==> config.mk <==
export PLATFORM = sky130hd
export DESIGN_NAME = square_wave_detector
export DESIGN_NICKNAME = d
export VERILOG_FILES = /design/src/rtl/square_wave_detector.sv
export SDC_FILE = /design/constraint.sdc
export NUM_CORES = 1
export LEC_CHECK = 0
export CAP_MARGIN = 20
export CORE_ASPECT_RATIO = 1.5
export CORE_MARGIN = 2
export CORE_UTILIZATION = 40
export CTS_BUF_LIST = sky130_fd_sc_hd__clkbuf_8
export CTS_CLUSTER_SIZE = 14
export DETAILED_ROUTE_END_ITERATION = 8
export PLACE_DENSITY = 0.62
export SLEW_MARGIN = 20
export SYNTH_ARGS = -nofsm -noshare
export SYNTH_HDL_FRONTEND = slang
export SYNTH_SLANG_ARGS = --single-unit
==> constraint.sdc <==
create_clock -name aclk -period 2.11 [get_ports aclk]
set_input_delay 0.422 -clock aclk [delete_from_list [all_inputs] [get_ports aclk]]
set_output_delay 0.422 -clock aclk [all_outputs]
set_load 0.01 [all_outputs]
==> src/rtl/square_wave_detector.sv <==
// ============================================================================
//  Module      : square_wave_detector
//  Description : Slices a signed AXI4-Stream sample stream into a logic level
//                and tracks level transitions with a small FSM. For every
//                complete period it emits {high_count, period_count} on an
//                AXI4-Stream master. Counts are in accepted input samples.
//                Optional macro SQUARE_WAVE_DETECTOR_HYSTERESIS_EN selects the
//                THRESH_HI/THRESH_LO hysteresis slicer. When the macro is not
//                defined, a sign-based single-threshold slicer is used.
//  Revision    : 1.0 - initial release
// ============================================================================
`default_nettype none

module square_wave_detector #(
    parameter int AXIS_DATA_WIDTH_IN = 14,
    parameter int CNT_WIDTH          = 32,
    parameter int THRESH_HI          = 512,
    parameter int THRESH_LO          = -512
) (
    input  logic                            aclk,
    input  logic                            aresetn,
    input  logic                            enable,
    input  logic [AXIS_DATA_WIDTH_IN-1:0]   s_axis_tdata,
    input  logic                            s_axis_tvalid,
    output logic                            s_axis_tready,
    output logic [2*CNT_WIDTH-1:0]          m_axis_tdata,
    output logic                            m_axis_tvalid,
    input  logic                            m_axis_tready,
    output logic                            overflow
);

    localparam logic [CNT_WIDTH-1:0] c_CNT_MAX = {CNT_WIDTH{1'b1}};

    typedef enum logic [1:0] {
        ST_ACQUIRE = 2'd0,
        ST_ARMED   = 2'd1,
        ST_HIGH    = 2'd2,
        ST_LOW     = 2'd3
    } state_t;

    state_t                     r_state;
    logic [CNT_WIDTH-1:0]       r_period_cnt;
    logic [CNT_WIDTH-1:0]       r_high_cnt;
    logic [2*CNT_WIDTH-1:0]     r_m_tdata;
    logic                       r_m_tvalid;
    logic                       r_overflow;

    logic                       w_is_high;
    logic                       w_is_low;
    logic                       w_accept;
    logic                       w_period_at_max;
    logic                       w_high_at_max;

`ifdef SQUARE_WAVE_DETECTOR_HYSTERESIS_EN
    localparam logic signed [AXIS_DATA_WIDTH_IN-1:0] c_THRESH_HI = THRESH_HI[AXIS_DATA_WIDTH_IN-1:0];
    localparam logic signed [AXIS_DATA_WIDTH_IN-1:0] c_THRESH_LO = THRESH_LO[AXIS_DATA_WIDTH_IN-1:0];

    logic signed [AXIS_DATA_WIDTH_IN-1:0] w_sample;

    // Hysteresis slicer: samples between the thresholds are neither high nor low
    always_comb begin
        w_sample  = $signed(s_axis_tdata);
        w_is_high = (w_sample >= c_THRESH_HI);
        w_is_low  = (w_sample <= c_THRESH_LO);
    end
`else
    // Thresholds have no effect in the sign-based slicer
    localparam int c_unused_thresh = THRESH_HI + THRESH_LO;

    // Sign slicer: zero and positive are high, negative is low
    always_comb begin
        w_is_high = ~s_axis_tdata[AXIS_DATA_WIDTH_IN-1];
        w_is_low  =  s_axis_tdata[AXIS_DATA_WIDTH_IN-1];
    end
`endif

    // Input ready: only stall on a pending result that is not being taken now
    assign s_axis_tready   = aresetn & enable & (~r_m_tvalid | m_axis_tready);
    assign w_accept        = s_axis_tvalid & s_axis_tready;
    assign w_period_at_max = (r_period_cnt == c_CNT_MAX);
    assign w_high_at_max   = (r_high_cnt == c_CNT_MAX);

    assign m_axis_tdata  = r_m_tdata;
    assign m_axis_tvalid = r_m_tvalid;
    assign overflow      = r_overflow;

    // Level-tracking FSM, saturating counters and one-entry result register
    always_ff @(posedge aclk or negedge aresetn) begin
        if (!aresetn) begin
            r_state      <= ST_ACQUIRE;
            r_period_cnt <= '0;
            r_high_cnt   <= '0;
            r_m_tdata    <= '0;
            r_m_tvalid   <= 1'b0;
            r_overflow   <= 1'b0;
        end else begin
            // A completed output handshake frees the register; a new load below wins
            if (r_m_tvalid && m_axis_tready) begin
                r_m_tvalid <= 1'b0;
            end

            if (!enable) begin
                // Drop any partial period; a pending result is left untouched
                r_state      <= ST_ACQUIRE;
                r_period_cnt <= '0;
                r_high_cnt   <= '0;
                r_overflow   <= 1'b0;
            end else if (w_accept) begin
                case (r_state)
                    ST_ACQUIRE: begin
                        if (w_is_low) begin
                            r_state <= ST_ARMED;
                        end
                    end
                    ST_ARMED: begin
                        if (w_is_high) begin
                            r_state      <= ST_HIGH;
                            r_period_cnt <= {{(CNT_WIDTH-1){1'b0}}, 1'b1};
                            r_high_cnt   <= {{(CNT_WIDTH-1){1'b0}}, 1'b1};
                        end
                    end
                    ST_HIGH: begin
                        if (w_period_at_max) begin
                            r_overflow <= 1'b1;
                        end else begin
                            r_period_cnt <= r_period_cnt + 1'b1;
                        end
                        if (w_is_low) begin
                            // Falling-edge sample belongs to the low part of the period
                            r_state <= ST_LOW;
                        end else if (w_high_at_max) begin
                            r_overflow <= 1'b1;
                        end else begin
                            r_high_cnt <= r_high_cnt + 1'b1;
                        end
                    end
                    ST_LOW: begin
                        if (w_is_high) begin
                            // Rising edge closes the period; this sample opens the next
                            r_m_tdata    <= {r_high_cnt, r_period_cnt};
                            r_m_tvalid   <= 1'b1;
                            r_period_cnt <= {{(CNT_WIDTH-1){1'b0}}, 1'b1};
                            r_high_cnt   <= {{(CNT_WIDTH-1){1'b0}}, 1'b1};
                            r_state      <= ST_HIGH;
                        end else if (w_period_at_max) begin
                            r_overflow <= 1'b1;
                        end else begin
                            r_period_cnt <= r_period_cnt + 1'b1;
                        end
                    end
                    default: begin
                        r_state <= ST_ACQUIRE;
                    end
                endcase
            end
        end
    end

endmodule

`default_nettype wire

## Yosys cells after proc, flatten, opt, wreduce, memory -nomap -nowiden

Index checks and enable logic that the tools add are counted.
Widths: inputs -> output; s select.

| storage, ports and cells | value |
|---|---|
| register bits after elaboration | 132 |
| bits in latches | 0 |
| memory bits (writable) | 0 |
| bits in read-only memories | 0 |
| bits of input ports | 19 |
| output and inout port bits | 67 |
| logic and storage cells | 67 |
| memories kept | 0 |

| cells by class | value |
|---|---|
| $add $sub $neg | 2 |
| multiply operators | 0 |
| divide/modulo/power cells | 0 |
| $lt $le $gt $ge | 0 |
| equal/unequal tests | 16 |
| shift operators | 0 |
| mux-type cells | 29 |
| bitwise logic cells | 6 |
| reductions and logical operators | 8 |

Operator list:

| cell | number |
|---|---|
| $mux 32 | 9 |
| $pmux 32 s3 | 1 |
| $add 32x1->32 const B | 2 |
| $eq 32x32->1 const B | 2 |
| $pmux 32 s2 | 1 |
| $ne 3x3->1 const B | 7 |
| $mux 1 | 11 |
| $mux 2 | 5 |
| $reduce_and 4->1 | 2 |
| $pmux 2 s3 | 1 |
| $reduce_and 3->1 | 2 |
| $reduce_and 5->1 | 1 |
| $eq 2x2->1 const B | 2 |
| $ne 4x1->1 const B | 1 |
| $and 1x1->1 | 3 |
| $ne 3x1->1 const B | 1 |
| $ne 3x2->1 const B | 1 |
| $eq 2x1->1 const B | 1 |
| $logic_not 2->1 | 1 |
| $ne 2x1->1 const B | 1 |
| $not 1->1 | 2 |
| $pmux 1 s2 | 1 |
| $reduce_or 2->1 | 1 |
| $logic_and 1x1->1 | 1 |
| $or 1x1->1 | 1 |

## Depth between registers and ports, before layout

Gate-level depths: netlist of run 1.

| logic depth | value |
|---|---|
| depth in word-level cells | 7 |
| gate-level depth with buffers | 9 |
| depth with buffers taken out | 7 |

## Worst setup path before layout of run 1

Ideal clock, no wire load.

| timing path | value |
|---|---|
| path kind | register to register |
| start | register r_high_cnt[0] |
| end | register r_high_cnt[15] |
| library setup time | 0.077 ns |
| data arrival time | 2.229 ns |
| data required time | 2.033 ns |
| path slack | -0.197 ns |
| cell stages (with the launch flop) | 9 |
| buffers on the path | 2 |
| cells stage by stage | dfrtp_1 -> ha_1 -> nand3_1 -> or3_1 -> or4_4 -> buf_6 -> a21bo_1 -> buf_6 -> a21oi_1 |

| between the ends | value |
|---|---|
| cells in the longest elaborated chain, start to end | 6 |
| elaborated cells on any way between the ends | 9 |

RTL lines:

| element | RTL line | RTL |
|---|---|---|
| start: declaration | 43 | `logic [CNT_WIDTH-1:0] r_high_cnt;` |
| start signal: assignment | 119 | `r_high_cnt <= {{(CNT_WIDTH-1){1'b0}}, 1'b1};` |
| start signal: assignment | 134 | `r_high_cnt <= r_high_cnt + 1'b1;` |
| start signal: assignment | 143 | `r_high_cnt <= {{(CNT_WIDTH-1){1'b0}}, 1'b1};` |
| $add 32x1->32 | 134 |  |
| $mux 32 | 131 | `end else if (w_high_at_max) begin` |
| $mux 32 | 128 | `if (w_is_low) begin` |
| $pmux 32 s2 | 109 | `case (r_state)` |
| $mux 32 | 108 | `end else if (w_accept) begin` |
| $mux 32 | 102 | `if (!enable) begin` |

Parallel ways exist; a longest one is shown, timed or not. The select of a mux whose other input is x is not followed.
A chain may end at the register's enable or synchronous reset.

## Worst setup path in the final report of run 1

| timing path | value |
|---|---|
| start | register r_state[0] |
| end | register r_period_cnt[17] |

| between the ends | value |
|---|---|
| cells in the longest elaborated chain, start to end | 4 |
| elaborated cells on any way between the ends | 9 |

RTL lines:

| element | RTL line | RTL |
|---|---|---|
| start: declaration | 41 | `state_t r_state;` |
| start signal: assignment | 90 | `r_state <= ST_ACQUIRE;` |
| start signal: assignment | 104 | `r_state <= ST_ACQUIRE;` |
| start signal: assignment | 112 | `r_state <= ST_ARMED;` |
| $eq 2x2->1 or $eq 2x1->1 (tied branches) | 109 |  |
| $pmux 32 s3 | 109 |  |
| $mux 32 | 108 |  |
| $mux 32 | 102 |  |
| end signal: assignment | 118 | `r_period_cnt <= {{(CNT_WIDTH-1){1'b0}}, 1'b1};` |
| end signal: assignment | 126 | `r_period_cnt <= r_period_cnt + 1'b1;` |
| end signal: assignment | 142 | `r_period_cnt <= {{(CNT_WIDTH-1){1'b0}}, 1'b1};` |
| end: declaration | 42 | `logic [CNT_WIDTH-1:0] r_period_cnt;` |

Parallel ways exist; a longest one is shown, timed or not. The select of a mux whose other input is x is not followed.

==> impl_metrics.sql, run 1 <==
INSERT INTO impl_metrics (metric_group, metric, value, unit) VALUES
('run_status', 'status', 'finished, violations left', ''),
('run_status', 'violations', 'negative setup slack', ''),
('timing', 'finalCritPeriodShare', '101.1', '%'),
('grt', 'grt.overflow.total', '0', ''),
('critical_path', 'crit_start', 'r_state[0]', ''),
('critical_path', 'worst-path-max-fanout', '23', ''),
('power_and_ir_drop', 'p_seq_share', '45.8', '%'),
('timing', 'unrepaired_setup_endpoints_after_global_routing', 'true', ''),
('placed_design', 'detailed_placer_s_ending_hpwl', '12.51', 'mm'),
('route', 'route.detailed.drc', '0', ''),
('power_and_ir_drop', 'p_total', '5.689', 'mW'),
('floorplan', 'design.die.area', '17220', 'µm²'),
('route', 'dr.first_iter.drc_count', '232', ''),
('synth', 'yosys_warnings', '0', ''),
('timing', 'tightest_slew', '682.4', 'ps'),
('critical_path', 'rr_startpoint', 'r_state[0]', ''),
('cts', 'cts.htree.levels', '4', ''),
('placed_design', 'dpl_worst_slack', '-442.9', 'ps'),
('floorplan', 'die_h', '159.7', 'µm'),
('layout', 'finish.instance_area', '9359', 'µm²'),
('power_and_ir_drop', 'netSwitchingFraction', '26.02', '%'),
('power_and_ir_drop', 'power.net_switching', '1.480', 'mW'),
('placed_design', 'gp_congestion', '0.8372', ''),
('floorplan', 'die_width', '107.8', 'µm'),
('critical_path', 'critical_path.cell_chain', 'inv_2 -> ha_4 -> o2bb2ai_2 -> o31ai_4 -> nand3b_1 -> buf_12 -> or4_1 -> a21oi_1', ''),
('cts', 'cts-root-buf', 'sky130_fd_sc_hd__clkbuf_8', ''),
('flow_run', 'cap_viol_max_count', '0', ''),
('synth', 'post_synth_instance_area', '6466', 'µm²'),
('min_path', 'hold_class', 'in2async', ''),
('timing', 'final-hold-violation-count', '0', ''),
('grt', 'grt_pass1_vias', '6180', ''),
('route', 'drt_first_pass_iters', '4', ''),
('synth', 'synth_async_sr_flop_share', '100.0', '%'),
('synth', 'seq_area_frac_synth', '51.08', '%'),
('layout', 'n_fill_cell', '1349', ''),
('synth', 'syn-num-nets', '620', ''),
('cts', 'tritoncts_clock_tree', 'yes', ''),
('route', 'postRouteWirelength', '18.18', 'mm'),
('layout', 'finish.utilization', '59.37', '%'),
('critical_path', 'cpLargestDelayFamily', 'simple AND/OR/NAND/NOR gates', ''),
('critical_path', 'end_kind', 'register', ''),
('layout', 'stdcell_count', '1039', ''),
('power_and_ir_drop', 'clock_power_share', '39.4', '%'),
('cts', 'worstSkewPairLatency', '450', 'ps'),
('cts', 'clk_transition_reported_paths', '80', 'ps'),
('synth', 'synth-edff-count', '0', ''),
('critical_path', 'worst-endpoint-arrival', '2500', 'ps'),
('power_and_ir_drop', 'p_leak', '4.129', 'nW'),
('route', 'vias_post_dr', '5904', ''),
('cts', 'tritoncts.num_buffers', '17', ''),
('layout', 'design.final.nets', '850', ''),
('timing', 'setup_viol', '8', ''),
('layout', 'number_of_antenna_diodes', '0', ''),
('floorplan', 'floorplan.initialDensity', '41.02', '%'),
('cts', 'clock_tree.buffer_depth', '2', ''),
('cts', 'ctsHoldBuffers', '0', ''),
('timing', 'tns', '-99.71', 'ps'),
('placed_design', 'placed_cell_area', '8583', 'µm²'),
('critical_path', 'cpPeakStageDelay', '460', 'ps'),
('grt', 'grt_start_max_net_pins', '133', ''),
('grt', 'first_pass_grt_wire_length', '29.45', 'mm'),
('power_and_ir_drop', 'p_comb_share', '14.8', '%'),
('route', 'avgRoutedWirePerCell', '17.50', 'µm'),
('synth', 'syn_area_per_cell', '10.89', 'µm²'),
('power_and_ir_drop', 'ir_worst_vdd', '0.4079', 'mV'),
('timing', 'max_freq', '468.8', 'MHz'),
('timing', 'final-max-slew-violation-count', '0', ''),
('timing', 'setup_slack', '-22.98', 'ps'),
('timing', 'worst_clock_skew', '13.52', 'ps'),
('critical_path', 'cp-endpoint', 'r_period_cnt[17]', ''),
('cts', 'cts_num_sinks', '132', '');
cells in the mapped netlist, drive strengths merged, types with 2 or more instances:
cell     number  area [µm²]
a41oi         3       26.28
nand2        30       112.6
a31oi         7       43.79
and4          6       52.55
or4          25       195.2
nand3        37       195.2
nor2         17       63.81
o31ai        52       395.4
o21ai        25       125.1
or3          16       100.1
and2          8       50.05
o211ai        4       30.03
a21oi        40       204.0
nor2b         2       12.51
or2           2       12.51
ha            7       87.58
nand4        16       100.1
inv          10       37.54
dfrtp       132        3303
o2111ai       2       17.52
mux2i         2       20.02
mux2         66       743.2
o311ai        2       17.52
nand3b        2       15.01
a211oi        2       15.01
nor4          3       40.04
clkbuf       26       97.59
buf           9       60.06
and3         13       82.58
o41ai         4       35.03
nor3         12       70.07
layout make-up:
cell class	count	area (µm²)	share of cell area, %
inverter	10	37.54	0.4011
multi-input combinational	417	3227	34.48
clock inverter	11	135.1	1.444
timing repair buffer	246	2127	22.73
clock buffer	20	275.3	2.941
tap	203	254.0	2.714
sequential	132	3303	35.29
flip-flops by register name (all words and copies together), names as in the netlist:
register and flops:
m_axis_tdata 64, r_high_cnt 32, r_period_cnt 32, r_state 2, m_axis_tvalid 1, overflow 1
worst min-delay path by stage:
stage / from / end / depth (start not counted)
2_1_floorplan: aresetn / m_axis_tdata[0] / 0
3_3_place_gp: m_axis_tdata[18] / m_axis_tdata[18] / 1
3_5_place_dp: m_axis_tdata[26] / m_axis_tdata[26] / 1
4_1_cts: aresetn / r_period_cnt[18] / 3
5_1_grt: aresetn / m_axis_tdata[19] / 3
6_report: aresetn / m_axis_tdata[20] / 3
tightest hold or removal path: stages:
cell and delay [ps]:
sky130_fd_sc_hd__buf_4 100, sky130_fd_sc_hd__buf_4 120, sky130_fd_sc_hd__buf_12 530
cells by family (layout without fill, tap and decap cells):
logic type	after synthesis	count (layout)	share of synthesized area (%)
XOR/XNOR	2	2	0.2709
buffers and inverters	45	287	3.019
multiplexers	68	68	11.80
adder cells (fa/ha/maj)	7	7	1.354
AND/OR/NAND/NOR	191	191	17.32
AO/OA/AOI/OAI	149	149	15.15
flip-flops	132	132	51.08
per-layer routing:
metal  vias to the layer above  global-route usage [%]  share of wire (%)
met5                         -                       0                  0
met4                         0                   8.800                2.5
met3                        35                   3.633                3.1
met2                       151                   38.22                 54
met1                      2980                   24.48                 40
li1                       2738                       -                  -
timing repair:
item / in CTS / in global routing
setup buffers: 3 / 14
pin swaps: 7 / 5
gates cloned: 0 / 2
resized for setup: 16 / 37
setup endpoints to repair: 40 / 94
hold endpoints to repair: 0 / 0
power groups by stage:
stage / Combinational (mW) / Clock, mW / Sequential (mW)
CTS: 0.777 / 2.29 / 2.60
global route: 0.918 / 2.39 / 2.61
detailed placement: 0.755 / 0 / 2.65
global placement: 0.737 / 0 / 2.65
floorplan: 0.325 / 0 / 2.66
finish: 0.844 / 2.24 / 2.61
cell usage in the layout (no fill, tap or decap), drive strengths merged, types with 3 or more instances in the layout:
| cell type | count |
|---|---|
| a21oi | 40 |
| a31oi | 7 |
| a41oi | 3 |
| and2 | 8 |
| and3 | 13 |
| and4 | 6 |
| buf | 174 |
| bufinv | 3 |
| clkbuf | 21 |
| clkdlybuf4s50 | 69 |
| clkinv | 3 |
| clkinvlp | 3 |
| dfrtp | 132 |
| ha | 7 |
| inv | 12 |
| mux2 | 66 |
| nand2 | 30 |
| nand3 | 37 |
| nand4 | 16 |
| nor2 | 17 |
| nor3 | 12 |
| nor4 | 3 |
| o211ai | 4 |
| o21ai | 25 |
| o31ai | 52 |
| o41ai | 4 |
| or3 | 16 |
| or4 | 25 |
(Power assumes the default switching activity.)
==> inputs of run 2 (changes only) <==
--- a/config.mk
+++ b/config.mk
@@ -12,7 +12,8 @@
 export CTS_BUF_LIST = sky130_fd_sc_hd__clkbuf_8
 export CTS_CLUSTER_SIZE = 14
 export DETAILED_ROUTE_END_ITERATION = 8
-export PLACE_DENSITY = 0.62
+export DONT_BUFFER_PORTS = 1
+export PLACE_DENSITY = 0.55
 export SLEW_MARGIN = 20
 export SYNTH_ARGS = -nofsm -noshare
 export SYNTH_HDL_FRONTEND = slang
==> run 2 against run 1 <==
Net effect:
- fmax increased by 1.2%
- cell area fell by 12%
- via count down 8.2%
- count of clock-buffer cells in the layout fell by 1
- the flow finishes with violations (negative hold slack)
- register-to-register slack better by 30 ps
- combinational power decreased by 24%
- critical path depth up 1
- worst hold slack got worse by 580 ps
- global-route usage down 1.3 points
- critical endpoint is now r_period_cnt[16]
- worst setup slack improved by 26 ps
- wire length shrank 6.0%
- total power down 5.8%
==> impl_metrics.sql, run 2 (synthesis gave the netlist of run 1 again) <==
INSERT INTO impl_metrics (metric_group, metric, value, unit) VALUES
('run_status', 'status', 'finished, violations left', ''),
('run_status', 'violations', 'negative hold slack', ''),
('power_and_ir_drop', 'power_per_cell_area', '651.8', 'nW/µm²'),
('timing', 'setup_viol', '0', ''),
('critical_path', 'crit_start', 'r_state[0]', ''),
('grt', 'grt_util_met2', '36.31', '%'),
('layout', 'n_fill_cell', '1402', ''),
('layout', 'stdcell_count', '919', ''),
('grt', 'grt_usage', '19.97', '%'),
('route', 'avgViaCountPerCell', '5.897', ''),
('flow_run', 'cap_viol_max_count', '0', ''),
('route', 'drt_first_pass_iters', '4', ''),
('cts', 'cts.htree.levels', '4', ''),
('grt', 'antenna_violations_before_repair', '0', ''),
('grt', 'first_pass_grt_wire_length', '27.48', 'mm'),
('layout', 'multi_input_comb_area', '3229', 'µm²'),
('floorplan', 'ios', '86', ''),
('floorplan', 'design.die.area', '17220', 'µm²'),
('layout', 'most_common_cell_after_layout_fill_and_taps_aside', 'sky130_fd_sc_hd__dfrtp_1', ''),
('floorplan', 'floorplan.initialDensity', '41.02', '%'),
('layout', 'design.final.nets', '729', ''),
('grt', 'grt.overflow.total', '0', ''),
('cts', 'tritoncts_clock_tree', 'yes', ''),
('critical_path', 'rr_startpoint', 'r_state[0]', ''),
('route', 'route.antenna.remaining_nets', '0', ''),
('timing', 'tightest_slew', '507.3', 'ps'),
('layout', 'largest_register_ffs', '64', ''),
('layout', 'flow.area_growth_from_synthesis', '27.11', '%'),
('cts', 'worstSkewPairLatency', '450', 'ps'),
('placed_design', 'placedCellCount', '872', ''),
('power_and_ir_drop', 'p_total', '5.358', 'mW'),
('grt', 'global_routing_s_busiest_layer', 'met2', ''),
('route', 'avgRoutedWirePerCell', '18.60', 'µm'),
('grt', 'grt_start_max_net_pins', '135', ''),
('timing', 'tns', '0', 'ps'),
('placed_design', 'gp_congestion', '0.8371', ''),
('min_path', 'hold_class', 'in2async', ''),
('critical_path', 'critical_path.cell_chain', 'inv_2 -> ha_4 -> o2bb2ai_2 -> o31ai_4 -> buf_6 -> o211ai_1 -> buf_4 -> or3_1 -> a21oi_1', ''),
('critical_path', 'setup.reg_to_reg.worst_slack', '3', 'ps'),
('timing', 'relSlewSlack', '66.03', '%'),
('floorplan', 'die_width', '107.8', 'µm'),
('route', 'postRouteWirelength', '17.09', 'mm'),
('grt', 'grt_pass1_vias', '5512', ''),
('layout', 'post_route_cells_drive_above_1_share', '40.64', '%'),
('placed_design', 'port-buffer-count', '0', ''),
('critical_path', 'worst_r2r_endpoint', 'r_period_cnt[16]', ''),
('floorplan', 'rows', '56', ''),
('layout', 'commonest_cells_after_routing_fill_and_taps_aside', 'sky130_fd_sc_hd__dfrtp_1, sky130_fd_sc_hd__buf_4, sky130_fd_sc_hd__mux2_2', ''),
('cts', 'tritoncts.num_buffers', '17', ''),
('cts', 'cts_num_sinks', '132', ''),
('timing', 'final-hold-violation-count', '132', ''),
('route', 'route.detailed.drc', '0', ''),
('route', 'vias_post_dr', '5419', ''),
('timing', 'hold_slack', '-342.8', 'ps'),
('timing', 'period_minus_slack', '2107', 'ps'),
('critical_path', 'worst-setup-path-type', 'reg2reg', ''),
('power_and_ir_drop', 'ir_worst_vdd', '0.3167', 'mV'),
('timing', 'unrepaired_setup_endpoints_after_global_routing', 'true', ''),
('layout', 'regArea', '3303', 'µm²'),
('cts', 'clock_tree.buffer_depth', '2', ''),
('critical_path', 'end_kind', 'register', ''),
('route', 'dr.first_iter.drc_count', '286', ''),
('grt', 'globalRouteMet3Util', '4.776', '%'),
('floorplan', 'die_h', '159.7', 'µm'),
('grt', 'grt.met1_usage', '22.28', '%'),
('cts', 'clk_transition_reported_paths', '80', 'ps'),
('critical_path', 'worst-path-max-fanout', '5', ''),
('floorplan', 'core_region_area', '15770', 'µm²'),
('critical_path', 'worst_ep_required_time', '2480', 'ps'),
('timing', 'finalCritPeriodShare', '99.85', '%'),
('timing', 'final-max-slew-violation-count', '0', ''),
('critical_path', 'critPathLaunchType', 'register', ''),
('cts', 'cts-root-buf', 'sky130_fd_sc_hd__clkbuf_8', ''),
('power_and_ir_drop', 'p_leak', '3.609', 'nW'),
('layout', 'number_of_antenna_diodes', '0', ''),
('timing', 'worst_clock_skew', '14.38', 'ps'),
('critical_path', 'worst-endpoint-arrival', '2470', 'ps'),
('placed_design', 'detailed_placer_s_ending_hpwl', '11.47', 'mm'),
('critical_path', 'r2r.worst_path.cells', '9', ''),
('critical_path', 'crit_slowest_cell', 'sky130_fd_sc_hd__dfrtp_1', ''),
('timing', 'max_freq', '474.6', 'MHz'),
('critical_path', 'cpPeakStageDelay', '390', 'ps');
[run 2: cell type report]
class	instances	share of cell area (%)
multi-input combinational	417	39.29
timing repair buffer	125	12.28
tap	203	3.090
inverter	10	0.4567
clock inverter	13	1.507
sequential	132	40.19
clock buffer	19	3.182
[run 2: what timing repair did]
action / CTS / global route
buffers inserted: 1 / 13
resized for setup: 5 / 52
endpoints found under the setup margin: 32 / 83
pin swaps: 3 / 19
endpoints found under the hold margin: 132 / 132
cloned: 0 / 1
[run 2: worst max path at each step]
stage                             endpoint  slack [ps]  depth (start not counted)
after floorplan             r_high_cnt[13]         -70                          7
after global placement    r_period_cnt[22]         -60                          9
after detailed placement  r_period_cnt[16]        -110                          9
after CTS                   r_high_cnt[12]         -10                          7
after global routing      r_period_cnt[22]        -110                          9
final                     r_period_cnt[16]           3                          9
[run 2: power by group]
part / internal, mW / total [mW] / leakage [nW] / switching (mW)
clock: 1.01 / 2.10 / 0.178 / 1.10
combinational: 0.294 / 0.645 / 1.59 / 0.351
sequential: 2.57 / 2.61 / 1.84 / 0.0407
[run 2: per-layer routing]
layer	up-vias	wire length, µm
met3	29	695
met5	-	0
met2	136	9363
met1	2747	6698
met4	0	336
li1	2507	-
[run 2: worst max-delay path, delay by kind of cell, from the launching register on]
family          cells  cell delay (ps)
flops               1              390
buf+inv             3              430
simple gates        1              340
compound gates      4              610
fa+ha+maj           1              270
[run 2: stage by stage]
stage	hold slack, ps	util [%]	setup WS (ps)	instance area [µm²]
final	-342.8	52.13	3.109	8219
after global routing	-375.8	52.13	-111.4	8219
after CTS	-366.3	50.17	-12.46	7909
after detailed placement	130.5	47.51	-111.6	7490
after global placement	132.1	47.51	-64.35	7490
after floorplan	126.4	-	-65.05	6554
